--- config.mk ---
export PLATFORM = sky130hd
export DESIGN_NAME = pkt_fragmenter_flat
export DESIGN_NICKNAME = d
export VERILOG_FILES = /design/src/rtl/pkt_fragmenter_pkg.sv /design/src/rtl/pkt_fragmenter_if.sv /design/src/rtl/pkt_fragmenter.sv /design/src/flat_wrapper.sv
export SDC_FILE = /design/constraint.sdc
export NUM_CORES = 1
export LEC_CHECK = 0
export CORE_ASPECT_RATIO = 1.1
export CORE_UTILIZATION = 43
export CTS_CLUSTER_SIZE = 25
export DETAILED_ROUTE_END_ITERATION = 16
export GPL_ROUTABILITY_DRIVEN = 0
export PLACE_DENSITY = 0.74
export SETUP_SLACK_MARGIN = 0.4
export SYNTH_ARGS = -nofsm -noshare
export SYNTH_HDL_FRONTEND = slang
export SYNTH_SLANG_ARGS = --single-unit
--- constraint.sdc ---
create_clock -name clk -period 1.6 [get_ports clk]
set_clock_uncertainty 0.05 [all_clocks]
set_input_delay 0.16 -clock clk [delete_from_list [all_inputs] [get_ports clk]]
set_output_delay 0.16 -clock clk [all_outputs]
set_load 0.01 [all_outputs]
--- src/rtl/pkt_fragmenter_pkg.sv ---
// Shared definitions for the packet send path: router id / sequence number widths
// and the fragmenter state encoding.
package pkt_fragmenter_pkg;

  localparam int PKT_DFX_WIDTH       = 2;
  localparam int PKT_SEQ_NUM_WIDTH   = 1;
  localparam int PKT_NUMBER_FRAG     = 5;
  localparam int PKT_FRAG_DATA_WIDTH = 32;
  localparam int PKT_IDX_WIDTH       = 3;

  typedef enum logic [1:0] {
    FRAG_IDLE = 2'd0,
    FRAG_SEND = 2'd1,
    FRAG_DONE = 2'd2
  } fragState_e;

endpackage

--- src/rtl/pkt_fragmenter_if.sv ---
// Fragment lane between the fragmenter (master) and the router output lane (slave).
interface pkt_fragmenter_if
  import pkt_fragmenter_pkg::*;
#(
  parameter int DFX_WIDTH       = PKT_DFX_WIDTH,
  parameter int SEQ_NUM_WIDTH   = PKT_SEQ_NUM_WIDTH,
  parameter int FRAG_DATA_WIDTH = PKT_FRAG_DATA_WIDTH,
  parameter int IDX_WIDTH       = PKT_IDX_WIDTH
);

  logic                       frag_valid;
  logic                       frag_ready;
  logic [FRAG_DATA_WIDTH-1:0] frag_data;
  logic [IDX_WIDTH-1:0]       frag_idx;
  logic                       frag_last;
  logic [DFX_WIDTH-1:0]       frag_src_dfx;
  logic [DFX_WIDTH-1:0]       frag_dst_dfx;
  logic [SEQ_NUM_WIDTH-1:0]   frag_sn;

  modport master (
    output frag_valid, frag_data, frag_idx, frag_last,
           frag_src_dfx, frag_dst_dfx, frag_sn,
    input  frag_ready
  );

  modport slave (
    input  frag_valid, frag_data, frag_idx, frag_last,
           frag_src_dfx, frag_dst_dfx, frag_sn,
    output frag_ready
  );

endinterface

--- src/rtl/pkt_fragmenter.sv ---
// Latches one encapsulated packet on a rising start request and streams it out as
// NUMBER_FRAG fragments, then pulses frag_pkt_done_o back to the send controller.
module pkt_fragmenter
  import pkt_fragmenter_pkg::*;
#(
  parameter int DFX_WIDTH       = PKT_DFX_WIDTH,
  parameter int SEQ_NUM_WIDTH   = PKT_SEQ_NUM_WIDTH,
  parameter int NUMBER_FRAG     = PKT_NUMBER_FRAG,
  parameter int FRAG_DATA_WIDTH = PKT_FRAG_DATA_WIDTH,
  parameter int IDX_WIDTH       = PKT_IDX_WIDTH
) (
  input  logic                                   clk,
  input  logic                                   rst,
  input  logic                                   start_frag_pkt_i,
  input  logic [NUMBER_FRAG*FRAG_DATA_WIDTH-1:0] pkt_data_i,
  input  logic [DFX_WIDTH-1:0]                   pkt_src_dfx_i,
  input  logic [DFX_WIDTH-1:0]                   pkt_dst_dfx_i,
  input  logic [SEQ_NUM_WIDTH-1:0]               pkt_sn_i,
  output logic                                   frag_pkt_done_o,
  output logic                                   busy_o,
  pkt_fragmenter_if.master                       frag_o
);

  localparam logic [IDX_WIDTH-1:0] LAST_IDX = IDX_WIDTH'(NUMBER_FRAG - 1);

  fragState_e                           state_q, state_d;
  logic                                 startPrev_q;
  logic [IDX_WIDTH-1:0]                 fragCnt_q, fragCnt_d;
  logic [NUMBER_FRAG*FRAG_DATA_WIDTH-1:0] pktReg_q, pktReg_d;
  logic [DFX_WIDTH-1:0]                 srcDfx_q, srcDfx_d;
  logic [DFX_WIDTH-1:0]                 dstDfx_q, dstDfx_d;
  logic [SEQ_NUM_WIDTH-1:0]             sn_q, sn_d;

  logic                       startEdge;
  logic                       sendValid;
  logic                       doneOut;
  logic                       busyOut;
  logic                       lastFrag;
  logic [FRAG_DATA_WIDTH-1:0] fragWord;

  assign startEdge = start_frag_pkt_i && !startPrev_q;
  assign lastFrag  = (fragCnt_q == LAST_IDX);
  assign fragWord  = pktReg_q[int'(fragCnt_q)*FRAG_DATA_WIDTH +: FRAG_DATA_WIDTH];

  always_comb begin
    state_d   = state_q;
    fragCnt_d = fragCnt_q;
    pktReg_d  = pktReg_q;
    srcDfx_d  = srcDfx_q;
    dstDfx_d  = dstDfx_q;
    sn_d      = sn_q;
    sendValid = 1'b0;
    doneOut   = 1'b0;
    busyOut   = 1'b0;
    case (state_q)
      FRAG_IDLE: begin
        if (startEdge) begin
          pktReg_d  = pkt_data_i;
          srcDfx_d  = pkt_src_dfx_i;
          dstDfx_d  = pkt_dst_dfx_i;
          sn_d      = pkt_sn_i;
          fragCnt_d = '0;
          state_d   = FRAG_SEND;
        end
      end
      FRAG_SEND: begin
        sendValid = 1'b1;
        busyOut   = 1'b1;
        if (frag_o.frag_ready) begin
          if (lastFrag) state_d = FRAG_DONE;
          else          fragCnt_d = fragCnt_q + IDX_WIDTH'(1);
        end
      end
      FRAG_DONE: begin
        doneOut = 1'b1;
        busyOut = 1'b1;
        state_d = FRAG_IDLE;
      end
      default: begin
        state_d   = FRAG_IDLE;
        fragCnt_d = '0;
      end
    endcase
  end

  always_ff @(posedge clk) begin
    if (rst) begin
      state_q     <= FRAG_IDLE;
      startPrev_q <= 1'b0;
      fragCnt_q   <= '0;
      pktReg_q    <= '0;
      srcDfx_q    <= '0;
      dstDfx_q    <= '0;
      sn_q        <= '0;
    end else begin
      state_q     <= state_d;
      startPrev_q <= start_frag_pkt_i;
      fragCnt_q   <= fragCnt_d;
      pktReg_q    <= pktReg_d;
      srcDfx_q    <= srcDfx_d;
      dstDfx_q    <= dstDfx_d;
      sn_q        <= sn_d;
    end
  end

  // Lane outputs decode only from registers, so frag_ready never reaches frag_valid.
  assign frag_o.frag_valid   = sendValid;
  assign frag_o.frag_data    = sendValid ? fragWord : '0;
  assign frag_o.frag_idx     = sendValid ? fragCnt_q : '0;
  assign frag_o.frag_last    = sendValid && lastFrag;
  assign frag_o.frag_src_dfx = srcDfx_q;
  assign frag_o.frag_dst_dfx = dstDfx_q;
  assign frag_o.frag_sn      = sn_q;
  assign frag_pkt_done_o     = doneOut;
  assign busy_o              = busyOut;

endmodule

--- src/flat_wrapper.sv ---
// flat-port wrapper written by rule: the top's interface ports become plain ports
module pkt_fragmenter_flat import pkt_fragmenter_pkg::*;
#(
  parameter int DFX_WIDTH       = PKT_DFX_WIDTH,
  parameter int SEQ_NUM_WIDTH   = PKT_SEQ_NUM_WIDTH,
  parameter int NUMBER_FRAG     = PKT_NUMBER_FRAG,
  parameter int FRAG_DATA_WIDTH = PKT_FRAG_DATA_WIDTH,
  parameter int IDX_WIDTH       = PKT_IDX_WIDTH
)
  (clk, rst, start_frag_pkt_i, pkt_data_i, pkt_src_dfx_i, pkt_dst_dfx_i, pkt_sn_i, frag_pkt_done_o, busy_o, frag_o_frag_valid, frag_o_frag_data, frag_o_frag_idx, frag_o_frag_last, frag_o_frag_src_dfx, frag_o_frag_dst_dfx, frag_o_frag_sn, frag_o_frag_ready);
  pkt_fragmenter_if #(.DFX_WIDTH(DFX_WIDTH), .SEQ_NUM_WIDTH(SEQ_NUM_WIDTH), .FRAG_DATA_WIDTH(FRAG_DATA_WIDTH), .IDX_WIDTH(IDX_WIDTH)) frag_o_i ();
  input  logic clk;
  input  logic rst;
  input  logic start_frag_pkt_i;
  input  logic [NUMBER_FRAG*FRAG_DATA_WIDTH-1:0] pkt_data_i;
  input  logic [DFX_WIDTH-1:0] pkt_src_dfx_i;
  input  logic [DFX_WIDTH-1:0] pkt_dst_dfx_i;
  input  logic [SEQ_NUM_WIDTH-1:0] pkt_sn_i;
  output logic frag_pkt_done_o;
  output logic busy_o;
  output wire logic [$bits(frag_o_i.frag_valid)-1:0] frag_o_frag_valid;
  output wire logic [$bits(frag_o_i.frag_data)-1:0] frag_o_frag_data;
  output wire logic [$bits(frag_o_i.frag_idx)-1:0] frag_o_frag_idx;
  output wire logic [$bits(frag_o_i.frag_last)-1:0] frag_o_frag_last;
  output wire logic [$bits(frag_o_i.frag_src_dfx)-1:0] frag_o_frag_src_dfx;
  output wire logic [$bits(frag_o_i.frag_dst_dfx)-1:0] frag_o_frag_dst_dfx;
  output wire logic [$bits(frag_o_i.frag_sn)-1:0] frag_o_frag_sn;
  input wire logic [$bits(frag_o_i.frag_ready)-1:0] frag_o_frag_ready;
  assign frag_o_frag_valid = frag_o_i.frag_valid;
  assign frag_o_frag_data = frag_o_i.frag_data;
  assign frag_o_frag_idx = frag_o_i.frag_idx;
  assign frag_o_frag_last = frag_o_i.frag_last;
  assign frag_o_frag_src_dfx = frag_o_i.frag_src_dfx;
  assign frag_o_frag_dst_dfx = frag_o_i.frag_dst_dfx;
  assign frag_o_frag_sn = frag_o_i.frag_sn;
  assign frag_o_i.frag_ready = frag_o_frag_ready;
  pkt_fragmenter #(.DFX_WIDTH(DFX_WIDTH), .SEQ_NUM_WIDTH(SEQ_NUM_WIDTH), .NUMBER_FRAG(NUMBER_FRAG), .FRAG_DATA_WIDTH(FRAG_DATA_WIDTH), .IDX_WIDTH(IDX_WIDTH)) u_core (.clk(clk), .rst(rst), .start_frag_pkt_i(start_frag_pkt_i), .pkt_data_i(pkt_data_i), .pkt_src_dfx_i(pkt_src_dfx_i), .pkt_dst_dfx_i(pkt_dst_dfx_i), .pkt_sn_i(pkt_sn_i), .frag_pkt_done_o(frag_pkt_done_o), .busy_o(busy_o), .frag_o(frag_o_i));
endmodule
# Yosys cells after proc, flatten, opt, wreduce, memory -nomap -nowiden

Index checks and enable logic that the tools add are counted.
W data, S select, Z words.

Output and inout bits: 44
Register bits: 171
Logic and storage cells: 38

Bitwise logic cells: 1
Equality and inequality tests: 7
Mux-type cells: 13
Shifts and indexed selects: 1
Reductions and logical operators: 8
Add/sub/neg operators: 1

Operator list:

| operator              | count |
|---|---|
| $shiftx A160 B9 Y32   | 1 |
| $mux W32              | 1 |
| $mux W3               | 4 |
| $pmux W3 S3           | 1 |
| $mux W2               | 3 |
| $ne A2 B1 Y1 const B  | 2 |
| $ne A2 B2 Y1 const B  | 2 |
| $pmux W2 S2           | 1 |
| $reduce_and A4 Y1     | 1 |
| $add A3 B1 Y3 const B | 1 |
| $eq A3 B3 Y1 const B  | 1 |
| $mux W1               | 3 |
| $reduce_and A3 Y1     | 1 |
| $eq A2 B1 Y1 const B  | 1 |
| $eq A2 B2 Y1 const B  | 1 |
| $logic_and A1 B1 Y1   | 2 |
| $logic_not A2 Y1      | 1 |
| $reduce_and A2 Y1     | 1 |
| $reduce_or A2 Y1      | 1 |
| $logic_not A1 Y1      | 1 |
| $not A1 Y1            | 1 |

# Logic depth before layout (Yosys ltp)

Gate-level depths: netlist (run 1).

Word-level depth: 4
Gate-level depth with buffers: 8
Depth with buffers taken out: 5

# Worst setup path after synthesis (run 1)

Ideal clock, no wire load.

Path kind: reg-to-output
From: register u_core.state_q[1]
To: output frag_o_frag_data[10]
Path slack: -0.223 ns
Cell stages (with the launch flop): 9
Data required time: 1.390 ns
Arrival: 1.613 ns
Cell sequence: dfxtp_1 inv_1 ha_1 buf_2 and2_4 and3_4 buf_6 buf_6 a22o_1

Longest elaborated chain between the ends: 3

Ends and longest elaborated chain:

| element                  | RTL line              | source |
|---|---|---|
| start: declaration       | pkt_fragmenter.sv:26  | `fragState_e state_q, state_d;` |
| start signal: assignment | pkt_fragmenter.sv:96  | `state_q <= state_d;` |
| $eq A2 B1 Y1             | pkt_fragmenter.sv:55  | `case (state_q)` |
| $mux W1                  | pkt_fragmenter.sv:55  |  |
| via frag_o_frag_valid    | flat_wrapper.sv:21    | `output wire logic [$bits(frag_o_i.frag_valid)-1:0] frag_o_frag_valid;` |
| $mux W32                 | pkt_fragmenter.sv:108 | `assign frag_o.frag_data = sendValid ? fragWord : '0;` |
| end: declaration         | flat_wrapper.sv:22    | `output wire logic [$bits(frag_o_i.frag_data)-1:0] frag_o_frag_data;` |

The timed path passes the listed nets, and every way through them passes these cells.

# Worst setup path after layout (run 1)

From: register u_core.state_q[1]
To: output frag_o_frag_data[14]

Longest elaborated chain between the ends: 3

Ends and longest elaborated chain:

| element      | RTL line |
|---|---|
| $eq A2 B1 Y1 | pkt_fragmenter.sv:55 |
| $mux W1      | pkt_fragmenter.sv:55 |
| $mux W32     | pkt_fragmenter.sv:108 |

Every way passes these cells.

==> metrics.txt, run 1 <==
static leakage=between 6 and 7 nW; Fill cells=604; max incr delay on CP=340 ps; clock-pin slew on the worst setup and hold paths=70 ps; via density per instance=between 6 and 7; RSZ-0062 raised after global routing=true; Max Cap Viol=0; status=finished with violations; Setup crit end kind=output port; reg2reg start=u_core.state_q[1]; reg2reg end=u_core.pktReg_q[105]; DR DRC count=0; met1 Track Usage GR=a little over a third; fraction of registers with async set/reset=0%; DRT Pass-1 Iters=6; Hold Crit Class=in2reg; Synth Flop Type=dfxtp_1; Synth Register Bits=171; global route overflow=0; CP endpoint=frag_o_frag_data[14]; CP Launch Point=u_core.state_q[1]; Area growth, synth to finish=103%; Routed Antenna Nets=0; Slew Limit Fails=0; critical path fanouts, max=8; clock power share=22.9%; first-pass GRT wire length=43.2 mm; WHS=239 ps; internal power=12.7 mW; Net Sw Frac=35.7%; wire per inst=26.5 um; critical path, cell by cell=inv_2 > ha_4 > and2_4 > and3_4 > buf_12 > buf_16 > a22o_1 > buf_2; Top Ports=213; root buffer cell=clkbuf_16; core box area=16500 sq um; CTS tree=done; Num CTS Buffers=17; final setup margin=-674 ps; failing checks=setup timing; pre-CTS WS=-426 ps; Worst Max-Slew Pin Slew=~630 ps; layout cell share with drive strength beyond 1=59.0%; CTS sink cnt=~170; Critical Path Source Type=flop; fmax=0.440 GHz; EDFF count, synth=0; pwr/cell area=roughly 1300 nW/um^2; Worst Path Arrival=~2000 ps; Rows=49; Final Power=19.7 mW; synthesized area=7330 sq um; cell count after synthesis=roughly 850; largest net degree at the start of global routing=90; CTS Buffer Depth=2; Switch Pwr=7.04 mW; final antenna diode count=0; CTS H-tree depth=4; final period utilization=142%; reg2reg path depth=12; Rel. slew slack=57.7%; Yosys cell types=31; WL final=36.5 mm; clk_lat worst skew=~440 ps; final hold vios=0; sequential share of the synthesized area=46.7%; Ys Warns=0; Post-Route Setup TNS=-64810 ps; DP HPWL=14.0 mm; Die Ht=about 140 um; met3 GRT Util=5.67%; Detailed Route Iter0 Violations=between 600 and 700; min Tclk post-route=2270 ps; met2 Use GR=~58%; vias in the first global route=around 7900; initial antenna violation count=0; GRT Util Overall=32.5%; Final nets=1333; Syn Nets=between 1000 and 1500; Slowest-stage cell, CP=dfxtp_2; gr busiest metal=met2; combinational group share of total power=48.6%; WP data required=1390 ps; crit path kind=reg2out; via count=8447; Avg Synthesized Cell Area=8.68 sq um; internal reg-to-reg setup slack=-360 ps; PortBufs=212; die area=around 18000 sq um; # setup viols final=206; peak supply drop=0.00108 V; part of the power in registers=28.5%; die width=127 um; Initial Util=44.5%
## Yosys cell counts, types with 3 or more instances
library cell | number | area share, %
nand2_1 | 336 | 17
dfxtp_1 | 171 | 47
a21oi_1 | 165 | 11
a22o_1 | 32 | 3.8
mux4_2 | 28 | 8.6
clkbuf_1 | 24 | 1.2
buf_2 | 22 | 1.5
buf_6 | 18 | 2.8
ha_1 | 6 | 1.0
inv_1 | 6 | 0.31
buf_4 | 4 | 0.41
mux2i_1 | 4 | 0.55
mux4_1 | 4 | 1.4
buf_12 | 3 | 0.82
nand3_1 | 3 | 0.20
nor2b_1 | 3 | 0.26
## worst max-delay path: cells and delay by family (launching register included)
family	cells	cell delay, ps
buffers and inverters	4	500
AOI/OAI and AO/OA	1	210
adders and majority gates	1	150
DFF	1	340
and+or+nand+nor	2	420
## cell families (layout without fill, tap and decap cells)
logic type / Yosys count / in the layout / share of synthesized area [%]
and+or+nand+nor: 350 / 350 / 18.5
muxes: 36 / 36 / 10.6
buffers and inverters: 79 / 405 / 7.13
adders and majority gates: 6 / 6 / 1.02
DFF: 171 / 171 / 46.7
AOI/OAI and AO/OA: 203 / 203 / 16.1
## final cells by class
type                            count  area [sq um]  share of cell area, %
Clock buffer                       18           439                   2.96
Clock inverter                     14           183                   1.23
Inverter                            7          33.8                  0.227
Multi-Input combinational cell    595          5710                   38.4
Sequential cell                   171          3440                   23.1
Tap cell                          204           255                   1.72
Timing Repair Buffer              366          4790                   32.3
## power groups by stage
stage	logic [mW]	registers, mW	clock network [mW]
after detailed placement	4.09	5.33	0
after global placement	4.02	5.31	0
final	9.56	5.62	4.51
after floorplan	2.52	5.22	0
after global routing	9.86	5.64	4.67
after CTS	7.34	5.27	4.41
## per-layer routing
metal	vias up	wire, um
met3	203	2480
met4	0	2560
met5	-	0
met1	4174	12600
met2	559	18900
li1	3511	-
## layout by cell type (no fill, tap or decap), types with 2 or more instances in the layout
cell type        count
mux2i_1              4
nand2_1             91
clkbuf_2             2
bufinv_16            3
a22o_1              32
dfxtp_1            163
clkinv_4             3
and3_4               2
buf_4               20
inv_6                5
mux4_2              30
buf_8               10
mux4_1               2
buf_12              51
clkdlybuf4s50_1    167
ha_1                 2
buf_2               31
dlymetal6s2s_1       3
a21oi_2            163
buf_6               39
dfxtp_4              2
and2_4               3
dfxtp_2              6
inv_1                3
a21oi_1              2
nand2_2             42
nand2_4            203
clkinvlp_4           2
clkbuf_16           22
nand3_1              2
buf_16              36
ha_4                 4
## registers in the layout, summed over array words and instances, names as in the netlist
name                        cells
u_core.pktReg_q               160
u_core.frag_o.frag_src_dfx      2
u_core.frag_o.frag_dst_dfx      2
u_core.state_q                  2
u_core.startPrev_q              1
u_core.fragCnt_q                3
u_core.frag_o.frag_sn           1
## metrics by stage
step                std cells  cell area [sq um]  utilization (%)
finish                   1375              14900             90.1
global route             1375              14900             90.1
CTS                      1360              12900             78.3
detailed placement       1242               9940             60.3
global placement         1242               9940             60.3
floorplan                 845               7360                -
## worst min-delay path by stage
stage	to	cells after the start	from	slack, ps
floorplan	u_core.startPrev_q	1	start_frag_pkt_i	240
global placement	u_core.pktReg_q[0]	2	u_core.pktReg_q[0]	390
detailed placement	u_core.pktReg_q[91]	2	u_core.pktReg_q[91]	390
CTS	u_core.pktReg_q[112]	3	pkt_data_i[112]	210
global route	u_core.pktReg_q[81]	3	pkt_data_i[81]	240
finish	u_core.pktReg_q[76]	3	pkt_data_i[76]	240
## repair_timing
| action | CTS | global route |
|---|---|---|
| endpoints found under the hold margin | 6 | 0 |
| resized for setup | 452 | 455 |
| setup buffers | 48 | 10 |
| endpoints found under the setup margin | 214 | 214 |
| pin swaps | 88 | 251 |
| hold buffers | 1 | 0 |
| cloned | 37 | 5 |
Note: power is estimated with default switching activity, not from simulation.
==> run 2: changes to the inputs <==
Settings changed: SKIP_CTS_REPAIR_TIMING set to 1.
==> metrics.txt, run 2 (same netlist as run 1, synthesis figures left out) <==
via count=7527 (-11%); WL final=28.4 mm (-22%); RSZ-0062 raised after global routing=true; combinational group share of total power=42.7% (-5.9 points); fmax=0.460 GHz (+4.6%); CTS tree=done; final period utilization=136% (-6.2 points); Initial Util=44.5% (unchanged); Hold Crit Class=in2reg; final antenna diode count=0 (unchanged); wire per inst=21.3 um (-20%); Routed Antenna Nets=0 (unchanged); via density per instance=5.65 (-8.0%); critical path, cell by cell=buf_12 > buf_12 > mux4_2 > a22o_1 > buf_2; Cell Area, Placed=9940 sq um (unchanged); global route overflow=0 (unchanged); Final nets=1290 (-3.2%); GRT Util Overall=23.2% (-9.2 points); Setup crit end kind=output port; commonest cells after routing, fill and taps aside=180 x nand2_1, 172 x clkdlybuf4s50_1, 167 x dfxtp_1, 118 x nand2_4, 118 x a21oi_2; critical path fanouts, max=6 (-2); clock-pin slew on the worst setup and hold paths=70 ps (about the same); Critical Path Source Type=flop; Slew Limit Fails=0 (unchanged); part of the power in registers=31.6% (+3.1 points); Switch Pwr=5.75 mW (-18%); Area growth, synth to finish=78.3%; multi-input gate area in the final layout=4880 sq um (-15%); Detailed Route Iter0 Violations=518 (-16%); vias in the first global route=6414 (-19%); internal power=11.3 mW (-10%); root buffer cell=clkbuf_16; biggest regs=u_core.pktReg_q x160, u_core.fragCnt_q x3; DR DRC count=0 (unchanged); CTS H-tree depth=4 (unchanged); commonest non-fill, non-tap cell in the layout=nand2_1; peak supply drop=0.000789 V (-27%); clock power share=25.7% (+2.8 points); Biggest register=u_core.pktReg_q; Final Instance Area=13100 sq um (-12%); internal reg-to-reg setup slack=-250 ps (+110 ps); PortBufs=212 (unchanged); DP HPWL=14.0 mm (unchanged); # setup viols final=207 (+0.49%); failing checks=setup timing; die width=127 um (unchanged); crit path kind=reg2out; Worst Max-Slew Pin Slew=586 ps (-48.1 ps); max FFs per register=160 (unchanged); clk_lat worst skew=430 ps (about the same); die area=17600 sq um (unchanged); pre-CTS WS=-426 ps (unchanged); kind of cell adding the most delay to the critical path=multiplexers; Num CTS Buffers=17 (unchanged); final setup margin=-575 ps (+99.9 ps); Worst Path Arrival=1960 ps (-100 ps); final hold vios=0 (unchanged); critical path's most frequent cell=buf_12; Max Cap Viol=0 (unchanged); Reg area=3430 sq um (-0.22%); Die Ht=139 um (unchanged); largest net degree at the start of global routing=90 (unchanged); layout cell share with drive strength beyond 1=44.9% (-14 points); Rows=49 (unchanged); pwr/cell area=1310 nW/um^2 (-1.4%); Slowest-stage cell, CP=mux4_2; WP data required=1390 ps (about the same); DRT Pass-1 Iters=5 (-1); max incr delay on CP=500 ps (+160 ps); Final Power=17.1 mW (-13%); initial antenna violation count=0 (unchanged); core box area=16500 sq um (unchanged); CP bufs+invs=3 (-1); first-pass GRT wire length=32.0 mm (-26%); Rel. slew slack=60.9% (+3.2 points); Fill cells=908 (+50%); min Tclk post-route=2170 ps (-99.9 ps); Net Sw Frac=33.7% (-2.1 points); WHS=204 ps (-35.4 ps); Top Ports=213 (unchanged); status=finished with violations; static leakage=5.28 nW (-15%); CTS sink cnt=171 (unchanged); CTS Buffer Depth=2 (unchanged)
[run 2: area by class of cell]
type / count / area share [%]
clock inverters: 14 / 1.40
well taps: 204 / 1.95
inverters: 7 / 0.239
flip-flops and latches: 171 / 26.2
clock buffers: 18 / 3.36
multi-input cells: 595 / 37.3
repair buffers: 323 / 29.5
[run 2: power groups by stage]
stage,combinational [mW],sequential [mW],clock [mW]
floorplan,2.52,5.22,0
global placement,4.02,5.31,0
detailed placement,4.09,5.33,0
CTS,4.12,5.24,4.41
global route,7.61,5.46,4.64
finish,7.30,5.40,4.39
[run 2: per-stage QoR]
step	util, %	instances	setup TNS, ps
after floorplan	-	845	-1340
after global placement	60.3	1242	-21710
after detailed placement	60.3	1242	-27620
after CTS	64.0	1274	-48220
after global routing	79.3	1332	-56070
final	79.3	1332	-44720
[run 2: worst paths after layout]
check                             from                   end  cells past startpoint
setup / recovery   u_core.fragCnt_q[0]  frag_o_frag_data[11]                      5
hold / removal                     rst   u_core.pktReg_q[92]                      3
setup reg to reg     u_core.state_q[1]   u_core.pktReg_q[66]                     11
hold reg to reg   u_core.pktReg_q[117]  u_core.pktReg_q[117]                      2
[run 2: routing by layer]
layer | up-vias | global-route usage, % | share of wire [%] | wire length [um]
met5 | - | 0 | 0 | 0
met1 | 3728 | 28.9 | 38 | 10700
met2 | 331 | 39.0 | 52 | 14800
met3 | 67 | 5.75 | 6.6 | 1880
met4 | 0 | 8.31 | 3.4 | 955
li1 | 3401 | - | - | -
[run 2: worst min-delay path: stages]
cell and delay [ps]:
buf_4 150, buf_12 200, a21oi_1 130
